===== config.mk =====
export PLATFORM = sky130hd
export DESIGN_NAME = ccw_sequencer
export DESIGN_NICKNAME = d
export VERILOG_FILES = /design/src/rtl/ccw_sequencer.sv
export SDC_FILE = /design/constraint.sdc
export NUM_CORES = 1
export LEC_CHECK = 0
export ABC_CLOCK_PERIOD_IN_PS = 3600
export CORE_MARGIN = 2
export CORE_UTILIZATION = 39
export CTS_BUF_LIST = sky130_fd_sc_hd__clkbuf_2 sky130_fd_sc_hd__clkbuf_4 sky130_fd_sc_hd__clkbuf_8
export CTS_CLUSTER_DIAMETER = 100
export DETAILED_ROUTE_END_ITERATION = 12
export PLACE_DENSITY_LB_ADDON = 0.25
export SLEW_MARGIN = 20
export SYNTH_ARGS = -nofsm -noshare
export SYNTH_HDL_FRONTEND = slang
export SYNTH_SLANG_ARGS = --single-unit

===== constraint.sdc =====
create_clock -name clk -period 3.6 [get_ports clk]
set_input_delay 0.54 -clock clk [delete_from_list [all_inputs] [get_ports clk]]
set_output_delay 0.54 -clock clk [all_outputs]
set_load 0.03 [all_outputs]

===== src/rtl/ccw_sequencer.sv =====
// rtl/ccw_sequencer.sv - CCW queue and channel program sequencer with command chaining, status evaluation and timeout
module ccw_sequencer #(
  parameter int          DEPTH          = 8,
  parameter int          TIMEOUT_CYCLES = 1024,
  parameter logic [7:0]  ERROR_MASK     = 8'h13
) (
  input  logic        clk,
  input  logic        reset,
  input  logic [23:0] s_ccw_tdata,
  input  logic        s_ccw_tvalid,
  output logic        s_ccw_tready,
  input  logic [7:0]  prog_address,
  input  logic        prog_start,
  output logic        prog_busy,
  output logic        prog_done,
  output logic [7:0]  prog_status,
  output logic [7:0]  prog_res_count,
  output logic [2:0]  prog_error,
  output logic [3:0]  prog_ccw_count,
  output logic [7:0]  address,
  output logic [7:0]  command,
  output logic [7:0]  count,
  output logic        start_strobe,
  input  logic        channel_done,
  input  logic [7:0]  channel_status,
  input  logic [7:0]  channel_res_count
);
  localparam int AW = $clog2(DEPTH);
  localparam int TW = $clog2(TIMEOUT_CYCLES + 1);

  localparam logic [2:0] S_IDLE     = 3'd0;
  localparam logic [2:0] S_ISSUE    = 3'd1;
  localparam logic [2:0] S_WAIT     = 3'd2;
  localparam logic [2:0] S_EVAL     = 3'd3;
  localparam logic [2:0] S_FLUSH    = 3'd4;
  localparam logic [2:0] S_COMPLETE = 3'd5;

  logic [2:0]    state;
  logic [17:0]   mem [DEPTH];
  logic [AW-1:0] wr_ptr, rd_ptr;
  logic [AW:0]   occ, occ_next;
  logic          push, pop, empty;
  logic [17:0]   head;
  logic          cc, sli;
  logic [TW-1:0] timer;
  logic [2:0]    eval_code;
  logic          unused_flags;

  // Only CC and SLI of the flag byte affect sequencing.
  assign unused_flags = ^s_ccw_tdata[23:18];

  assign head      = mem[rd_ptr];
  assign empty     = (occ == '0);
  assign push      = s_ccw_tvalid && s_ccw_tready;
  assign pop       = ((state == S_ISSUE) || (state == S_FLUSH)) && !empty;
  assign occ_next  = occ + (AW+1)'(push) - (AW+1)'(pop);
  assign prog_busy = (state != S_IDLE);
  assign prog_done = (state == S_COMPLETE);

  always_comb begin
    eval_code = 3'd0;
    if ((prog_status & ERROR_MASK) != 8'd0)
      eval_code = 3'd1;
    else if ((prog_res_count != 8'd0) && !sli)
      eval_code = 3'd2;
  end

  always_ff @(posedge clk) begin
    if (push)
      mem[wr_ptr] <= s_ccw_tdata[17:0];
  end

  always_ff @(posedge clk) begin
    if (reset) begin
      state          <= S_IDLE;
      wr_ptr         <= '0;
      rd_ptr         <= '0;
      occ            <= '0;
      s_ccw_tready   <= 1'b1;
      prog_status    <= 8'd0;
      prog_res_count <= 8'd0;
      prog_error     <= 3'd0;
      prog_ccw_count <= 4'd0;
      address        <= 8'd0;
      command        <= 8'd0;
      count          <= 8'd0;
      start_strobe   <= 1'b0;
      cc             <= 1'b0;
      sli            <= 1'b0;
      timer          <= '0;
    end else begin
      if (push) wr_ptr <= wr_ptr + AW'(1);
      if (pop)  rd_ptr <= rd_ptr + AW'(1);
      occ          <= occ_next;
      s_ccw_tready <= (occ_next != (AW+1)'(DEPTH));
      start_strobe <= 1'b0;
      case (state)
        S_IDLE: begin
          if (prog_start) begin
            address        <= prog_address;
            prog_ccw_count <= 4'd0;
            prog_error     <= 3'd0;
            if (empty) begin
              prog_error <= 3'd3;
              state      <= S_COMPLETE;
            end else begin
              state <= S_ISSUE;
            end
          end
        end
        S_ISSUE: begin
          command      <= head[15:8];
          count        <= head[7:0];
          cc           <= head[16];
          sli          <= head[17];
          start_strobe <= 1'b1;
          if (prog_ccw_count != 4'd15) prog_ccw_count <= prog_ccw_count + 4'd1;
          timer        <= '0;
          state        <= S_WAIT;
        end
        S_WAIT: begin
          if (channel_done) begin
            prog_status    <= channel_status;
            prog_res_count <= channel_res_count;
            state          <= S_EVAL;
          end else if (timer == TW'(TIMEOUT_CYCLES - 1)) begin
            prog_error <= 3'd4;
            state      <= S_COMPLETE;
          end else begin
            timer <= timer + TW'(1);
          end
        end
        S_EVAL: begin
          if (eval_code != 3'd0) begin
            prog_error <= eval_code;
            state      <= cc ? S_FLUSH : S_COMPLETE;
          end else if (cc) begin
            if (empty) begin
              prog_error <= 3'd3;
              state      <= S_COMPLETE;
            end else begin
              state <= S_ISSUE;
            end
          end else begin
            state <= S_COMPLETE;
          end
        end
        // Drop the rest of a failed chain: stop after the first CC=0 entry.
        S_FLUSH: begin
          if (empty || !head[16]) state <= S_COMPLETE;
        end
        S_COMPLETE: state <= S_IDLE;
        default:    state <= S_IDLE;
      endcase
    end
  end
endmodule


# [Yosys cells after proc, flatten, opt, wreduce, memory -nomap -nowiden]
# Memory sizes are Yosys's and may differ from the RTL's. A register that Yosys moved wholly into a read port is not among the register bits.
# Cells that the tools add are included.
[totals] ff_bits=75 ramBits=144 inputBits=53 out_inout_bits=51 wordCells=93 mem_count=1
[memory_table] name="mem" depth=8 width=18 rd=1 rd_ports_with_merged_regs=1 wr=1 line="39" source="logic [17:0] mem [DEPTH];"
[op_classes] n_addsub=6 eq_ne=17 mux=30 reduce_logical=23
[ops] cell="$mux W3" count=16
[ops] cell="$mux W11" count=2
[ops] cell="$pmux W11 S2" count=1
[ops] cell="$reduce_bool A8 Y1" count=2
[ops] cell="$pmux W3 S5" count=1
[ops] cell="$add A11 B1 Y11 const B" count=1
[ops] cell="$eq A11 B10 Y1 const B" count=1
[ops] cell="$ne A3 B3 Y1 const B" count=3
[ops] cell="$pmux W3 S3" count=1
[ops] cell="$reduce_and A3 Y1" count=3
[ops] cell="$reduce_bool A3 Y1" count=3
[ops] cell="$mux W4" count=2
[ops] cell="$ne A2 B2 Y1 const B" count=4
[ops] cell="$ne A4 B4 Y1 const B" count=2
[ops] cell="$pmux W4 S2" count=1
[ops] cell="$add A3 B1 Y3 const B" count=2
[ops] cell="$eq A3 B2 Y1 const B" count=2
[ops] cell="$eq A3 B3 Y1 const B" count=2
[ops] cell="$reduce_and A6 Y1" count=1
[ops] cell="$add A4 B1 Y4" count=1
[ops] cell="$add A4 B1 Y4 const B" count=1
[ops] cell="$logic_not A4 Y1" count=1
[ops] cell="$mux W1" count=4
[ops] cell="$mux W2" count=2
[ops] cell="other kinds (9)" count=17

# [Logic depth before layout (Yosys ltp)]
[logic_depth] word_depth=7 ltp_mapped=11 mapped_depth_nobuf=11

# [Worst setup path after synthesis]
# Ideal clock, no wire load.
[synth_timing] path_type="register to register" from="reg s_ccw_tready" to="mem mem[0][0], enable pin" setup_time_ns=0.439 t_arrival_ns=2.594 required_ns=3.161 slack_ns=0.567 path_stages_with_launch=3 n_path_buf=0 synth_period_minus_slack_ns=3.033 path_cell_list="dfxtp_1 > nand2_1 > nor4_1"
[synth_between] elab_chain_cells=3
[synth_lines] element="start, declared" line="11" source="output logic s_ccw_tready,"
[synth_lines] element="start signal, assigned" line="95" source="s_ccw_tready <= (occ_next != (AW+1)'(DEPTH));"
[synth_lines] element="$logic_and A1 B1 Y1" line="54" source="assign push = s_ccw_tvalid && s_ccw_tready;"
[synth_lines] element="$mux W1" line="69" source="if (push)"
[synth_lines] element="$mux W1 (implied by the code)" line="70" source="mem[wr_ptr] <= s_ccw_tdata[17:0];"
[synth_lines] element="end, declared" line="39"
# Every way passes these cells.

# [Final worst setup path]
[layout_timing] from="reg state[0]" to="out prog_done"
[layout_between] elab_chain_cells=1
[layout_lines] element="start, declared" line="38" source="logic [2:0] state;"
[layout_lines] element="start signal, assigned" line="136" source="state <= cc ? S_FLUSH : S_COMPLETE;"
[layout_lines] element="$eq A3 B3 Y1" line="58" source="assign prog_done = (state == S_COMPLETE);"
[layout_lines] element="end, declared" line="15" source="output logic prog_done,"
# Every way passes these cells.

==> qor.txt <==
die height -> 153 um
clk buf depth -> 3
diode count -> 0
PD cells -> 698 mW/mm2
Ys Warns -> 0
initial antenna violation count -> 0
R2R cell count -> 12
Sequential Area -> 0.00589 mm2
pin count of the biggest net entering global routing -> 38
count of final max-slew check failures -> 0
Met1 Wirelength -> 7940 um
Max-Cap Viols -> 0
final hold violation count -> 0
dpl cell area -> 0.00998 mm2
postcts setup bufs -> 0
# resized after CTS -> 0
Worst Path Required -> 3.06 ns
die area -> 0.0234 mm2
Clock Skews -> 0.0258 ns
dpl hpwl -> 11,000 um
worst r2r src -> occ[2]$_SDFF_PP0_
share of the synthesized area in the top cell type -> 0.500
Crit path arrival time -> 2.32 ns
vias per inst -> 5.14
gpl congestion -> 0.735
max_slew headroom -> 0.478
Layout Nets -> 776
H-tree depth -> 2
highest metal used -> met4
area of the multi-input gates -> 0.00262 mm2
Hold Path Depth -> 2
core area -> 0.0218 mm2
Crit. Startpoint -> state[0]$_SDFFE_PP0P_
DRT Pass-1 Iters -> 4
status -> completed
final global-route overflow total -> 0
r2r setup slk -> 1.06 ns
slew at the pin closest to its max-slew limit -> 0.782 ns
share of cells above drive strength 1 -> 0.173
GRT Total Usage -> 0.156
crit share post-route -> 0.793
Post-Synthesis Cells -> 590
remaining antenna violation count after routing -> 0
fillers -> 1,895
LEAKAGE -> 3.52 nW
syn_nets -> 652
worst-path maximum fanout -> 17
Post-CTS Hold Fix Bufs -> 0
clock sink count -> 222
end of the critical path -> prog_done
Total Power -> 7.51 mW
CTS buffer count -> 38
CTS tree -> done
maximum vdd drop -> 0.427 mV
Synth Cell Area -> 0.00865 mm2
met3 WL post-DR -> 1000 um
Commonest cells post-synth -> 144 x edfxtp_1, 78 x dfxtp_1, 69 x nand2_1
Synth Area per Inst -> 14.7 um2
first-pass GRT wire length -> 28,900 um
drc violations -> 0
Setup-failing EPs final -> 0
dominant cell type by area after synthesis -> edfxtp_1
final core occ -> 0.493
TNS Setup -> 0 ns
IO Count -> 104
share of flip-flops with an asynchronous set or reset -> 0
register bit total from synthesis -> 222
count leader, synth -> edfxtp_1
EDFF count, synth -> 144
hold crit path type -> reg -> reg
PortBufs -> 97
top_reg_cell synth -> edfxtp_1
largest cells by area after synthesis -> edfxtp_1 50%, dfxtp_1 18%, mux4_2 9.4%, nand2_1 3.0%, mux2i_1 2.5%
sequential fraction of the synthesis area -> 0.681
num rows -> 54
crit end category -> primary output
Root Buffer -> clkbuf_8
area delta synth->final -> 24.3%
f_max -> 350 MHz
unrepaired setup endpoints after global routing -> no
via count -> 5,256
Initial Util -> 0.396
Initial DRC Count -> 224
met2 wire len -> 8880 um
reg-to-reg endpoint -> s_ccw_tready$_SDFF_PP1_
die width -> 153 um
CP Class -> reg -> out
Wirelength per Cell -> 17.9 um
fin crit period -> 2.86 ns
vias in the first global route -> 5,456
Reg clk slew, reported paths -> 0.05 ns
Total Wirelength -> 18,200 um
worst skew pair latency -> 0.53 ns
CP startpoint kind -> register
Post-Layout Inst Area -> 0.0107 mm2
post-synth cell types -> 52
-- worst min-delay path by stage --
stage                                      startpoint  slack [ns]                          end
after global placement         timer[10]$_SDFFE_PP0P_        0.42       timer[10]$_SDFFE_PP0P_
after floorplan                timer[10]$_SDFFE_PP0P_        0.40       timer[10]$_SDFFE_PP0P_
final                          timer[10]$_SDFFE_PP0P_        0.44       timer[10]$_SDFFE_PP0P_
after global routing      prog_status[6]$_SDFFE_PP0P_        0.48  prog_status[6]$_SDFFE_PP0P_
after CTS                      timer[10]$_SDFFE_PP0P_        0.44       timer[10]$_SDFFE_PP0P_
after detailed placement       timer[10]$_SDFFE_PP0P_        0.44       timer[10]$_SDFFE_PP0P_
-- state kept, by name, indices dropped and copies added (netlist names), named ones only --
name,flops
mem,144
command,8
cc,1
count,8
s_ccw_tready,1
wr_ptr,3
prog_res_count,8
timer,11
address,8
occ,4
state,3
prog_error,3
start_strobe,1
prog_status,8
prog_ccw_count,4
sli,1
rd_ptr,3
-- cell type report --
type / count / share of cell area
inverters: 13 / 0.00454
well taps: 280 / 0.0326
repair buffers: 112 / 0.100
multi-input cells: 327 / 0.244
clock inverters: 10 / 0.00815
clock buffers: 58 / 0.0632
flip-flops and latches: 222 / 0.548
-- critical path, stage by stage, from the launching register on --
cell and delay (ns):
dfxtp_1 0.71, nand2b_1 0.24, nor2_1 0.16, clkdlybuf4s50_1 0.69
-- stage by stage --
stage	cells	hold WS (ns)	setup slack, ns
after floorplan	590	0.404	0.567
after global placement	954	0.415	1.06
after detailed placement	954	0.435	0.933
after CTS	1022	0.443	0.737
after global routing	1022	0.477	0.612
final	1022	0.435	0.744
-- kinds of logic after synthesis --
kind of cell,count (synthesis),share of synthesized area
xor gates and xnor gates,16,0.0162
and+or+nand+nor,163,0.0857
DFF,222,0.681
muxes,58,0.119
buffers and inverters,41,0.0204
AOI/OAI and AO/OA,81,0.0638
adders and majority gates,9,0.0139
-- where the power goes --
group	total (mW)	switching, mW	internal, mW
Combinational	2.03	1.16	0.868
Sequential	3.22	0.213	3.01
Clock	2.26	0.974	1.28
Total	7.51	2.35	5.16
-- layout by cell type, fill, tap and decap left out, types with 9 or more instances in the layout --
cell / n
a21oi_1: 30
clkbuf_4: 19
inv_1: 13
dfxtp_1: 77
edfxtp_1: 144
nand2_1: 69
nand3_1: 9
buf_4: 15
mux4_2: 36
a211oi_1: 20
nor2_1: 50
clkbuf_8: 39
mux2i_1: 22
clkdlybuf4s50_1: 96
-- layer usage --
layer / track usage / up-vias
li1: - / 2482
met1: 0.197 / 2598
met2: 0.266 / 139
met3: 0.0352 / 37
met4: 0.0547 / 0
met5: 0 / -
No activity file was read; power rests on OpenSTA's default activity.
